### src/rtl/seg_display_capture.sv
// seg_display_capture: receive-side monitor for a multiplexed 7-segment bus.
// Synchronises {select, segments}, waits for each scanned slot to be stable,
// then decodes the glyph back to a hex nibble for that digit position.
// Optional build macro: SEG_CAPTURE_ERRCNT_EN (saturating count of o_err pulses;
// when undefined, o_err_cnt is tied to zero).
module seg_display_capture #(
    parameter int unsigned NUM_DIGITS     = 2,
    parameter int unsigned STABLE_CYCLES  = 16,
    parameter bit          SEG_ACTIVE_LOW = 1'b0
) (
    input  logic                    i_clk,
    input  logic                    i_rst,
    input  logic [6:0]              i_digitalTube,
    input  logic [NUM_DIGITS-1:0]   i_sel,
    output logic [4*NUM_DIGITS-1:0] o_digits,
    output logic [NUM_DIGITS-1:0]   o_digit_valid,
    output logic                    o_update,
    output logic [2:0]              o_update_idx,
    output logic                    o_err,
    output logic [7:0]              o_err_cnt
);

    localparam int unsigned SW = NUM_DIGITS + 7;
    localparam int unsigned CW = $clog2(STABLE_CYCLES + 1);
    localparam logic [CW-1:0] CNT_MAX = CW'(STABLE_CYCLES);

    localparam logic [0:0] S_TRACK = 1'b0;
    localparam logic [0:0] S_DONE  = 1'b1;

    // Glyph table lookup: returns {hit, nibble}.
    function automatic logic [4:0] decode_glyph(input logic [6:0] seg);
        logic [4:0] r;
        case (seg)
            7'h3F:   r = {1'b1, 4'h0};
            7'h06:   r = {1'b1, 4'h1};
            7'h5B:   r = {1'b1, 4'h2};
            7'h4F:   r = {1'b1, 4'h3};
            7'h66:   r = {1'b1, 4'h4};
            7'h6D:   r = {1'b1, 4'h5};
            7'h7D:   r = {1'b1, 4'h6};
            7'h07:   r = {1'b1, 4'h7};
            7'h7F:   r = {1'b1, 4'h8};
            7'h6F:   r = {1'b1, 4'h9};
            7'h77:   r = {1'b1, 4'hA};
            7'h7C:   r = {1'b1, 4'hB};
            7'h39:   r = {1'b1, 4'hC};
            7'h5E:   r = {1'b1, 4'hD};
            7'h79:   r = {1'b1, 4'hE};
            7'h71:   r = {1'b1, 4'hF};
            default: r = 5'b0;
        endcase
        return r;
    endfunction

    logic [SW-1:0]           raw;
    logic [SW-1:0]           s1_q, s1_d;
    logic [SW-1:0]           s2_q, s2_d;
    logic [CW-1:0]           cnt_q, cnt_d;
    logic [0:0]              state_q, state_d;
    logic [4*NUM_DIGITS-1:0] digits_q, digits_d;
    logic [NUM_DIGITS-1:0]   valid_q, valid_d;
    logic                    update_q, update_d;
    logic [2:0]              idx_q, idx_d;
    logic                    err_q, err_d;

    logic [NUM_DIGITS-1:0]   cur_sel;
    logic [6:0]              cur_seg;
    logic [4:0]              glyph;
    logic                    changed;
    logic                    commit;

    // Polarity normalisation ahead of the first synchroniser stage.
    assign raw = {i_sel, i_digitalTube} ^ {SW{SEG_ACTIVE_LOW}};

    // Stability tracking, commit decision and digit update.
    always_comb begin
        s1_d     = raw;
        s2_d     = s1_q;
        cur_sel  = s2_q[SW-1:7];
        cur_seg  = s2_q[6:0];
        glyph    = decode_glyph(cur_seg);
        // s1 is the next s2, so this compares the incoming s2 with the current one
        changed  = (s1_q != s2_q);
        commit   = (state_q == S_TRACK) && (cnt_q == CNT_MAX) && $onehot(cur_sel);

        if (changed) begin
            cnt_d = CW'(1);
        end else if (cnt_q != CNT_MAX) begin
            cnt_d = cnt_q + CW'(1);
        end else begin
            cnt_d = cnt_q;
        end

        if (changed) begin
            state_d = S_TRACK;
        end else if (commit) begin
            state_d = S_DONE;
        end else begin
            state_d = state_q;
        end

        digits_d = digits_q;
        valid_d  = valid_q;
        update_d = 1'b0;
        idx_d    = idx_q;
        err_d    = 1'b0;

        for (int unsigned i = 0; i < NUM_DIGITS; i++) begin
            if (commit && cur_sel[i]) begin
                if (cur_seg == 7'h00) begin
                    if (valid_q[i]) begin
                        valid_d[i] = 1'b0;
                        update_d   = 1'b1;
                        idx_d      = 3'(i);
                    end
                end else if (glyph[4]) begin
                    if (!valid_q[i] || (digits_q[4*i +: 4] != glyph[3:0])) begin
                        update_d = 1'b1;
                        idx_d    = 3'(i);
                    end
                    digits_d[4*i +: 4] = glyph[3:0];
                    valid_d[i]         = 1'b1;
                end else begin
                    err_d = 1'b1;
                end
            end
        end
    end

    // State registers with synchronous reset.
    always_ff @(posedge i_clk) begin
        if (i_rst) begin
            s1_q     <= '0;
            s2_q     <= '0;
            cnt_q    <= '0;
            state_q  <= S_TRACK;
            digits_q <= '0;
            valid_q  <= '0;
            update_q <= 1'b0;
            idx_q    <= '0;
            err_q    <= 1'b0;
        end else begin
            s1_q     <= s1_d;
            s2_q     <= s2_d;
            cnt_q    <= cnt_d;
            state_q  <= state_d;
            digits_q <= digits_d;
            valid_q  <= valid_d;
            update_q <= update_d;
            idx_q    <= idx_d;
            err_q    <= err_d;
        end
    end

`ifdef SEG_CAPTURE_ERRCNT_EN
    logic [7:0] errcnt_q, errcnt_d;

    // Saturating error count, stepped in the same edge that raises o_err.
    always_comb begin
        errcnt_d = errcnt_q;
        if (err_d && (errcnt_q != 8'hFF)) begin
            errcnt_d = errcnt_q + 8'd1;
        end
    end

    // Error counter register, cleared only by reset.
    always_ff @(posedge i_clk) begin
        if (i_rst) begin
            errcnt_q <= '0;
        end else begin
            errcnt_q <= errcnt_d;
        end
    end

    assign o_err_cnt = errcnt_q;
`else
    assign o_err_cnt = '0;
`endif

    assign o_digits      = digits_q;
    assign o_digit_valid = valid_q;
    assign o_update      = update_q;
    assign o_update_idx  = idx_q;
    assign o_err         = err_q;

endmodule

### config.mk
export PLATFORM = sky130hd
export DESIGN_NAME = seg_display_capture
export DESIGN_NICKNAME = d
export VERILOG_FILES = /design/src/rtl/seg_display_capture.sv
export SDC_FILE = /design/constraint.sdc
export NUM_CORES = 1
export LEC_CHECK = 0
export ABC_CLOCK_PERIOD_IN_PS = 2300
export CORE_UTILIZATION = 30
export CTS_CLUSTER_DIAMETER = 100
export DETAILED_ROUTE_END_ITERATION = 10
export GPL_ROUTABILITY_DRIVEN = 0
export GPL_TIMING_DRIVEN = 0
export PLACE_DENSITY_LB_ADDON = 0.25
export SYNTH_ARGS = -nofsm -noshare
export SYNTH_HDL_FRONTEND = slang
export SYNTH_SLANG_ARGS = --single-unit
### constraint.sdc
create_clock -name i_clk -period 2.3 [get_ports i_clk]
set_clock_uncertainty 0.15 [all_clocks]
set_input_delay 0.46 -clock i_clk [delete_from_list [all_inputs] [get_ports i_clk]]
set_output_delay 0.46 -clock i_clk [all_outputs]
set_load 0.05 [all_outputs]
==> impl_results.md <==
* Status: finished with violations
* Failing checks: negative setup slack
* Dpl hpwl at ~3 mm
* Slew Limit Fails at 0
* H-Tree Level Count at 2
* RSZ-0062 raised after global routing: true
* Critical path fanouts, max at 5
* Worst reg2reg path depth at 9
* Iter 0 DRT Violations at 42
* Total global routing track utilization at between 10% and 20%
* Die ar. at just under 0.007 mm²
* Proportion of synthesized area in mux cells at between 2 and 3%
* CP Data Required Time at 2330 ps
* Most common cell after layout, fill and taps aside: dfxtp_1
* Fmax at 426 MHz
* PortBufs at 25
* Sum Neg Setup Slack at -108 ps
* DR pass1 iterations at 4
* Post-Place Cells at 332
* DRC viols at 0
* Final worst-path cycle share at 102%
* DRT Wirelength at about 4.6 mm
* Antenna violations before repair at 0
* Seq pwr share at a little over half
* Chip Width at 82.9 µm
* Adder-Cell Fraction of Synth Area at 1.27%
* Post-CTS Hold Buffers at 0
* Worst-path clk slew at 70 ps
* Sw Ratio at 24.6%
* Power Density at 455 mW/mm²
* Lkg Pwr at 1.13 nW
* Die Y at 82.9 µm
* Crit start category: register
* CTS tree: done
* NetSw at 324 µW
* First-pass GRT wire length at 7.49 mm
* Main combinational cell family by area after synthesis: simple AND/OR/NAND/NOR gates
* Routed wire per std cell at 12.4 µm
* Syn_area_per_cell at 8.81 µm²
* Compound-Gate Fraction of Synth Area at a little under a tenth
* Mapped Area at about 0.0020 mm²
* Most used DFF post-synth: dfxtp_1
* Layout cell share with drive strength beyond 1 at a little under a third
* Row count at 29
* Final #Nets at slightly above 300
* Vias in the first global route at 1,639
* Number of flops mapped to enable cells by yosys at 0
* Internal power at 995 µW
* Seq/Total Area, Yosys at 39.7%
* Worst R2R End: o_update
* Worst r2r src: s2_q[3]
* Antenna viol nets, final at 0
* Post-synthesis cell type count at just under 50
* Vias at between 1,500 and 2,000
* Reg2reg setup slack at -40 ps
* Post-layout min period at roughly 2300 ps
* Combinational Power Share at approximately 14%
* Final setup violation count at 3
* Post-synthesis register bit count at 39
* Clock Sinks at 39
* Fin. Hold Viols at 0
* Arrival time worst endpoint at 2370 ps
* Root buffer cell: clkbuf_8
* Synth Area in XOR/XNOR at under 10%
* TritonCTS Buffers at 5
* GRT overflow at 0
* Fin cells at 369
* Most frequent cells in the layout: dfxtp_1 (33), buf_4 (31), clkdlybuf4s50_1 (25), nor2_1 (22), nor2b_1 (20)
* CORE AREA at between 0.006 and 0.007 mm²
* Antenna Cells at 0
* Max IR drop VDD at 0.231 mV
* Clock insertion delay at the later pin of the skew report at 280 ps
* Count of warnings emitted by yosys at 0
* Worst Setup SP: s2_q[3]
* CP Capture Type: register
* Crit Path Category: register to register
* Post-Synth Simple-Gate Area at 31.3%
* Via density at 4.77
* Hold path startpoint: s1_q[4]
* Slack of the critical path at -44.8 ps
* Cells after Synth at around 220
* CP Capture Point: o_update
* Synthesis-to-layout area growth at 47.6%
* Min-delay worst type: register to register
* Async set-reset flop share out of synthesis at 0%
* Pin count of the biggest net entering global routing at 12
* Clk buf depth at 2
* Initial cell density of the core at 30.9%
* # IOs at 34
* Max_cap viols at 0
* Clock power share at 32.5%
==> through the flow <==
stage	utilization (%)	hold WS, ps	instance area (µm²)	worst slack [ps]	power, mW
after detailed placement	37.2	295	2360	-272	0.859
after CTS	42.9	315	2720	-29.9	1.31
after global placement	37.2	290	2360	-273	0.858
final	45.7	310	2900	-44.8	1.32
after floorplan	-	278	2010	-9.78	0.823
after global routing	45.7	332	2900	-158	1.38
==> final cells by class <==
| type | count | area, µm² |
|---|---|---|
| tap | 77 | 96.3 |
| fill | 597 | 3450 |
| inverter | 4 | 15.0 |
| sequential | 39 | 791 |
| clock buffer | 7 | 76.3 |
| multi-input combinational | 168 | 1260 |
| buffer | 18 | 150 |
| clock inverter | 1 | 5.00 |
| timing repair buffer | 55 | 502 |
==> layer usage <==
metal  vias to the layer above  GRT usage, %  wire (µm)
li1                        880             -          -
met1                       838          15.9       2040
met2                        32          23.0       2290
met3                         9          2.58        122
met4                         0          5.64        109
met5                         -             0          0
==> what timing repair did <==
item / CTS / global route
pin swaps: 9 / 10
buffers inserted: 20 / 10
resized for setup: 36 / 23
endpoints found under the setup margin: 13 / 12
==> worst min-delay path by stage <==
| stage | slack (ps) | depth (start not counted) | to |
|---|---|---|---|
| 2_1_floorplan | 280 | 2 | state_q |
| 4_1_cts | 310 | 1 | s2_q[4] |
| 6_report | 310 | 1 | s2_q[4] |
| 5_1_grt | 330 | 2 | o_update_idx[1] |
| 3_3_place_gp | 290 | 2 | state_q |
| 3_5_place_dp | 290 | 2 | o_update_idx[1] |
==> kinds of logic after synthesis <==
kind of cell / after synthesis
simple gates: 109
flops: 39
compound gates: 24
buf+inv: 23
xor+xnor: 20
mux: 5
fa+ha+maj: 2
other cells: 1
==> power groups by stage <==
stage          Sequential (mW)  Clock (mW)  Combinational (mW)
2_1_floorplan            0.716           0               0.107
6_report                 0.705       0.429               0.184
4_1_cts                  0.704       0.445               0.160
5_1_grt                  0.707       0.472               0.200
3_5_place_dp             0.719           0               0.139
3_3_place_gp             0.719           0               0.139
==> synth_stat cells (2+ instances only) <==
cell type,n,area share [%]
nor3_1,7,1.8
nand4_1,3,0.96
o21ai_1,2,0.51
xor2_1,8,3.6
buf_4,8,3.1
buf_2,6,1.5
or4_1,2,0.76
clkbuf_1,4,0.76
ha_1,2,1.3
a31oi_1,2,0.64
o21ai_0,2,0.51
nand3b_1,3,1.1
a211oi_1,2,0.76
nand3_1,12,3.1
xnor2_1,12,5.4
nand2_1,12,2.3
nand2b_1,8,2.5
nor4_1,5,1.6
nor2_1,24,4.6
dfxtp_1,39,40
inv_1,4,0.76
nor2b_1,20,6.4
a21oi_1,6,1.5
mux2i_1,5,2.5
==> worst max-delay path, stage by stage, from the launching register on <==
cell and delay [ps]:
dfxtp_4 380, buf_6 120, buf_4 120, nand3_1 100, nor4_1 260, o21ai_1 140
nand3_2 140, xor2_1 90, o41a_1 450, o31a_1 310
==> registers in the layout (all words and copies together), names as in the netlist <==
register,flops
s1_q,9
o_digits,8
o_update,1
o_err,1
o_update_idx,3
s2_q,9
cnt_q,5
state_q,1
o_digit_valid,2
No activity file was read; power rests on OpenSTA's default activity.
